## src/rtl/instr_store.sv

```systemverilog
// instr_store: instruction memory with streamed program load, clear sweep
// and a registered fetch port that returns NOP outside the loaded program.
module instr_store #(
  parameter int DATA_W    = 8,
  parameter int ADDR_W    = 4,
  parameter int BASE_ADDR = 1
) (
  input  logic              clk,
  input  logic              rst,
  input  logic              state,
  input  logic              clr,
  input  logic              load_valid,
  output logic              load_ready,
  input  logic [DATA_W-1:0] instr_i,
  input  logic [ADDR_W-1:0] pc,
  output logic [DATA_W-1:0] instr_o,
  output logic              instr_valid,
  output logic [ADDR_W:0]   prog_len,
  output logic              full,
  output logic              busy
);

  localparam int DEPTH = 1 << ADDR_W;
  localparam logic [ADDR_W:0] BASE =
    (ADDR_W+1)'(BASE_ADDR);
  localparam logic [ADDR_W:0] CAP =
    (ADDR_W+1)'(DEPTH - BASE_ADDR);
  localparam logic [ADDR_W-1:0] LAST =
    ADDR_W'(DEPTH - 1);

  typedef enum logic [1:0] {
    S_CLEAR,
    S_LOAD,
    S_RUN
  } st_t;

  st_t st;

  logic [DATA_W-1:0] mem [DEPTH];
  logic [ADDR_W-1:0] sweep;
  logic [ADDR_W:0]   wr_ptr;
  logic [ADDR_W:0]   lim;
  logic [ADDR_W:0]   pc_x;
  logic              xfer;
  logic              in_range;
  logic              we;
  logic [ADDR_W-1:0] wa;
  logic [DATA_W-1:0] wd;

  assign full       = (prog_len == CAP);
  assign busy       = (st == S_CLEAR);
  assign load_ready = (st == S_LOAD) & ~state & ~full;
  assign xfer       = load_valid & load_ready;

  // one extra bit so BASE + prog_len == DEPTH stays representable
  assign lim      = BASE + prog_len;
  assign pc_x     = {1'b0, pc};
  assign in_range = (pc_x >= BASE) && (pc_x < lim);

  always_comb begin
    we = 1'b0;
    wa = sweep;
    wd = '0;
    if (!rst) begin
      if (st == S_CLEAR) begin
        we = 1'b1;
      end else if (xfer) begin
        we = 1'b1;
        wa = wr_ptr[ADDR_W-1:0];
        wd = instr_i;
      end
    end
  end

  always_ff @(posedge clk) begin
    if (we) mem[wa] <= wd;
  end

  always_ff @(posedge clk) begin
    if (rst) begin
      st          <= S_CLEAR;
      sweep       <= '0;
      wr_ptr      <= BASE;
      prog_len    <= '0;
      instr_o     <= '0;
      instr_valid <= 1'b0;
    end else begin
      instr_o     <= '0;
      instr_valid <= 1'b0;
      unique case (st)
        S_CLEAR: begin
          sweep <= sweep + 1'b1;
          if (sweep == LAST)
            st <= state ? S_RUN : S_LOAD;
        end
        S_LOAD: begin
          if (clr) begin
            st       <= S_CLEAR;
            sweep    <= '0;
            wr_ptr   <= BASE;
            prog_len <= '0;
          end else begin
            if (xfer) begin
              wr_ptr   <= wr_ptr + 1'b1;
              prog_len <= prog_len + 1'b1;
            end
            if (state) st <= S_RUN;
          end
        end
        S_RUN: begin
          if (!state) begin
            st <= S_LOAD;
          end else if (in_range) begin
            instr_o     <= mem[pc];
            instr_valid <= 1'b1;
          end
        end
        default: st <= S_CLEAR;
      endcase
    end
  end

endmodule

```

## config.mk

```make
export PLATFORM = sky130hd
export DESIGN_NAME = instr_store
export DESIGN_NICKNAME = d
export VERILOG_FILES = /design/src/rtl/instr_store.sv
export SDC_FILE = /design/constraint.sdc
export NUM_CORES = 1
export LEC_CHECK = 0
export CORE_MARGIN = 2
export CORE_UTILIZATION = 50
export CTS_CLUSTER_DIAMETER = 60
export DETAILED_ROUTE_END_ITERATION = 12
export PLACE_DENSITY = 0.67
export SYNTH_ARGS = -nofsm -noshare
export SYNTH_HDL_FRONTEND = slang
export SYNTH_SLANG_ARGS = --single-unit
```

## constraint.sdc

```tcl
create_clock -name clk -period 5.4 [get_ports clk]
set_clock_uncertainty 0.05 [all_clocks]
set_input_delay 1.08 -clock clk [delete_from_list [all_inputs] [get_ports clk]]
set_output_delay 1.08 -clock clk [all_outputs]
set_load 0.02 [all_outputs]
```

---- After elaboration in Yosys (flattened, before gate mapping) ----
Memory sizes are Yosys's and may differ from the RTL's. A register that Yosys moved wholly into a read port is not among the register bits.
Index checks and enable logic that the tools add are counted.
storage, ports and cells
  bits in registers ....................... 17
  latch bits .............................. 0
  bits in writable memories ............... 128
  ROM bits ................................ 0
  input port bits ......................... 17
  logic and storage cells ................. 59
  memories ................................ 1
memory list
  name  words  bits a word  read ports  clocked after Yosys merged registers in  write ports  RTL line  RTL
  mem   16     8            1           1                                        1            39        logic [DATA_W-1:0] mem [DEPTH];
cells by class
  add/sub/neg operators ................... 3
  multiply operators ...................... 0
  divide/modulo/power cells ............... 0
  magnitude comparators ................... 2
  eq/ne operators ......................... 8
  shifts and indexed selects .............. 0
  mux-type cells .......................... 24
  bitwise gates (word level) .............. 7
  reductions and logical operators ........ 9
operators with widths
  cell                                                                                 number
  8-bit 2-to-1 mux                                                                     3
  5-bit 2-to-1 mux                                                                     4
  4-bit 2-to-1 mux                                                                     4
  5-bit by 1-bit adder with 5-bit output, second input constant                        2
  2-bit 2-to-1 mux                                                                     5
  4-bit one-hot mux with 2 select lines                                                1
  1-bit 2-to-1 mux                                                                     6
  2-bit one-hot mux with 3 select lines                                                1
  5-bit by 4-bit equality test with 1-bit output, second input constant                1
  4-bit by 5-bit < comparator with 1-bit output                                        1
  4-bit by 1-bit adder with 4-bit output, second input constant                        1
  4-bit equality test, second input constant                                           1
  4-bit by 1-bit greater-or-equal comparator with 1-bit output, second input constant  1
  2-bit inequality test, second input constant                                         2
  1-bit inverter                                                                       4
  2-bit AND reduction                                                                  2
  2-bit nonzero test                                                                   2
  4-bit OR reduction                                                                   1
  1-bit bitwise AND                                                                    3
  3-bit inequality test, second input constant                                         1
  3-bit AND reduction                                                                  1
  3-bit OR reduction                                                                   1
  2-bit by 1-bit equality test with 1-bit output, second input constant                1
  2-bit equality test, second input constant                                           1
  other kinds (3)                                                                      3

---- Logic depth before layout (Yosys ltp) ----
  depth after elaboration ................. 9
  gate-level depth with buffers ........... 9
  mapped depth without buffers ............ 7

---- Worst setup path after synthesis ----
Ideal clock, no wire load.
  kind .................................... reg-to-reg
  start ................................... register prog_len[0]
  end ..................................... memory mem[11][0] (enable)
  library setup time ...................... 370 ps
  arrival ................................. 2,561 ps
  data required time ...................... 4,980 ps
  path slack .............................. 2,419 ps
  cell stages (with the launch flop) ...... 10
  buffers on the path ..................... 2
  path through ............................ dfxtp_1 -> ha_1 -> and3_1 -> ha_1 -> or3b_1 -> buf_6 -> nor3_4 -> buf_6 -> a31oi_1 -> nor2_1
between the ends
  cells in the longest elaborated chain, start to end .. 9
  elaborated cells on any way between the ends .. 12
  those cells by class .................... eq/ne: 1; mux: 8; bitwise: 3
RTL lines
  item                                                RTL line  RTL
  from (decl)                                         18        output logic [ADDR_W:0] prog_len,
  from (signal assigned)                              105       prog_len <= prog_len + 1'b1;
  5-bit by 4-bit equality test with 1-bit output (*)  50        assign full = (prog_len == CAP);
  via full                                            19        output logic full,
  1-bit inverter (*)                                  52        assign load_ready = (st == S_LOAD) & ~state & ~full;
  1-bit bitwise AND (*)                               52
  1-bit bitwise AND (*)                               53        assign xfer = load_valid & load_ready;
  1-bit 2-to-1 mux                                    67        end else if (xfer) begin
  1-bit 2-to-1 mux                                    65        if (st == S_CLEAR) begin
  1-bit 2-to-1 mux                                    64        if (!rst) begin
  1-bit 2-to-1 mux                                    76        if (we) mem[wa] <= wd;
  1-bit 2-to-1 mux (not written as such)              76
  to (decl)                                           39
The timed path passes the listed nets; every way through them passes the cells marked *.

---- Worst setup path in the final report ----
  start ................................... input port state
  end ..................................... output port load_ready
between the ends
  cells in the longest elaborated chain, start to end .. 3
RTL lines
  item                             RTL line  RTL
  from (decl)                      10        input logic state,
  1-bit inverter (no source line)  --
  1-bit bitwise AND (2 in series)  52
  to (decl)                        13        output logic load_ready,
No other way between the ends.

==> results.cfg <==
[cts]
cts_sinks = 152
cts_resized = 0
cts_buffers = 17
cts_tree = done
clockBufferDepth = 2
root_buffer = clkbuf_16
cts.clk_slew.worst_paths_ns = 0.06
hold_buffers = 0
cts_setup_buffers = 0
clock_latency_ns = 0.42
htreeDepth = 4

[route]
viasPerCell = 5.82
dr.pass1.iters = 5
wire_per_inst_um = 21.9
postRouteAntennaNets = 0
drt-initial-drc-count = 274
drc = 0
vias = 3360
drt_wl_total_mm = 12.6

[grt]
grt_start_max_net_pins = 22
grt_pass1_wl_mm = 19.7
grt_pass1_vias = 3339
grt_usage = 0.209
grt-ovfl-total = 0
antenna_found_initial = 0

[die]
core.rowCount = 40
die_area_um2 = 13400
ios = 34
core_area_um2 = 12100
start_util = 0.514
die_y_um = 116
die_w_um = 116

[synthesis]
synth_top_area_frac = 0.617
netlist.top_cell.by_area = edfxtp_1
yosysWarnings = 0
ys_types = 55
synth_area_leaders = edfxtp_1, mux4_2, dfxtp_1, nor2_1, ha_1
syn_avg_cell_area_um2 = 17.2
synth_nets = 386
synth_cells = 362
synth_flop_cell = edfxtp_1
ys_seq_area_frac = 0.694
synth-edff-count = 128
synth_async_sr_flop_share = 0
synth_seq_cells = 152
netlist_area_um2 = 6230

[cells_and_area]
design_area_um2 = 7330
drive_above_1_share = 0.203
n_antenna_cell = 0
layout_common_cells = edfxtp_1, nor2_1, mux4_2, clkdlybuf4s50_1, dfxtp_1
utilization = 0.605
mostFrequentLayoutCell = edfxtp_1
fin_nets = 420
area_growth_pct = 17.7

[min_path]
whs_path_depth = 2
min_to = prog_len[4]
hp-start = prog_len[4]
hp-class = reg2reg

[pwr]
clkPwrFrac = 0.490
combPwrFrac = 0.039
ir_worst_vdd_mv = 0.181
swShare = 0.191
seqPwrFrac = 0.471
switchingPower_mw = 0.519
leakage_nw = 2.19
internal_power_mw = 2.20
p_per_area_nw_per_um2 = 371

[sta]
setup_ws_ns = 1.87
finalHoldViolations = 0
timing.fmax_mhz = 283
relSlewSlack = 0.368
rsz0062_at_grt = false
worst_hold_slack_ns = 0.484
setup_viol = 0
drv_slew = 0
setup_tns_ns = 0
period_needed_ns = 3.53
worst_pin_slew_ns = 0.945
finalCritPeriodShare = 0.655

[setup_path]
r2r_setup_slack_ns = 1.98
cp-start-kind = primary input
worstSetupEndpointType = output pin
crit_fanout = 6
arrival_ns = 2.40
rr_worst_depth = 7
critPathKind = in2out
r2r-end = mem[11][6]
crit_required_ns = 4.27
critPathLaunch = state
timing.rr.start = prog_len[0]

[job]
drv_cap = 0

[placement]
pre_cts_ws_ns = 1.44
gp_congestion = 0.864
hpwl_mm = 8.45
dpl_cell_area_um2 = 6660
port_buffers = 33

[outcome]
status = finished, final reports clean
-- critical path: stages --
cell             delay, ns
clkdlybuf4s50_1       0.49
nor3_1                0.20
clkdlybuf4s50_1       0.64
-- cell type report --
cell class	instances	area, µm²
timing repair buffer	35	340
clock buffer	20	447
sequential	152	4320
clock inverter	12	224
tap	168	210
multi-input combinational	184	1760
fill	876	4780
inverter	6	22.5
-- synthesized netlist by cell type (3+ instances only) --
cell,number
edfxtp_1,128
nor2_1,33
mux4_2,32
dfxtp_1,24
nor3_1,11
o221ai_1,8
o22a_1,8
and2_2,7
ha_1,7
buf_4,6
inv_1,6
nand2_1,6
buf_2,5
clkbuf_1,5
mux2i_1,5
nand2b_1,5
a31oi_1,4
nor2b_1,4
nor4_1,4
o21ai_2,4
a21oi_1,3
a22oi_1,3
a2bb2oi_1,3
nand3_1,3
o21ai_0,3
-- stage by stage --
stage / std cells / total power [mW]
global route: 577 / 2.80
floorplan: 362 / 1.37
CTS: 577 / 2.73
detailed placement: 545 / 1.41
global placement: 545 / 1.41
finish: 577 / 2.72
-- layer usage --
metal  share of wire  up-vias  global-route usage  wire, µm
li1                -     1522                   -         -
met1            0.45     1694               0.302      5660
met2            0.48      125               0.311      6010
met3           0.058       19              0.0523       734
met4           0.018        0              0.0786       229
met5               0        -                   0         0
-- state kept, by name, summed over array words and instances, names as in the netlist --
signal       count
mem            128
st               2
sweep            4
wr_ptr           4
instr_valid      1
prog_len         5
instr_o          8
-- worst max path at each step --
stage | end | slack (ns) | cells after the start
final | load_ready | 1.87 | 3
after global routing | mem[11][0] | 1.70 | 5
after CTS | load_ready | 1.85 | 3
after detailed placement | mem[11][0] | 1.44 | 5
after global placement | mem[7][7] | 1.54 | 5
after floorplan | mem[11][0] | 2.42 | 9
-- power groups by stage --
stage	registers, mW	clock network [mW]	logic (mW)
2_1_floorplan	1.30	0	0.0743
3_3_place_gp	1.30	0	0.105
3_5_place_dp	1.30	0	0.106
4_1_cts	1.28	1.35	0.107
5_1_grt	1.28	1.40	0.115
6_report	1.28	1.33	0.105
-- cell families after synthesis --
| family | after synthesis | share of synthesized area |
|---|---|---|
| AOI/OAI and AO/OA | 49 | 0.0643 |
| xor gates and xnor gates | 4 | 0.00562 |
| adders and majority gates | 7 | 0.0141 |
| buffers and inverters | 26 | 0.0227 |
| DFF | 152 | 0.694 |
| muxes | 37 | 0.124 |
| and+or+nand+nor | 87 | 0.0755 |
(Power assumes the default switching activity.)
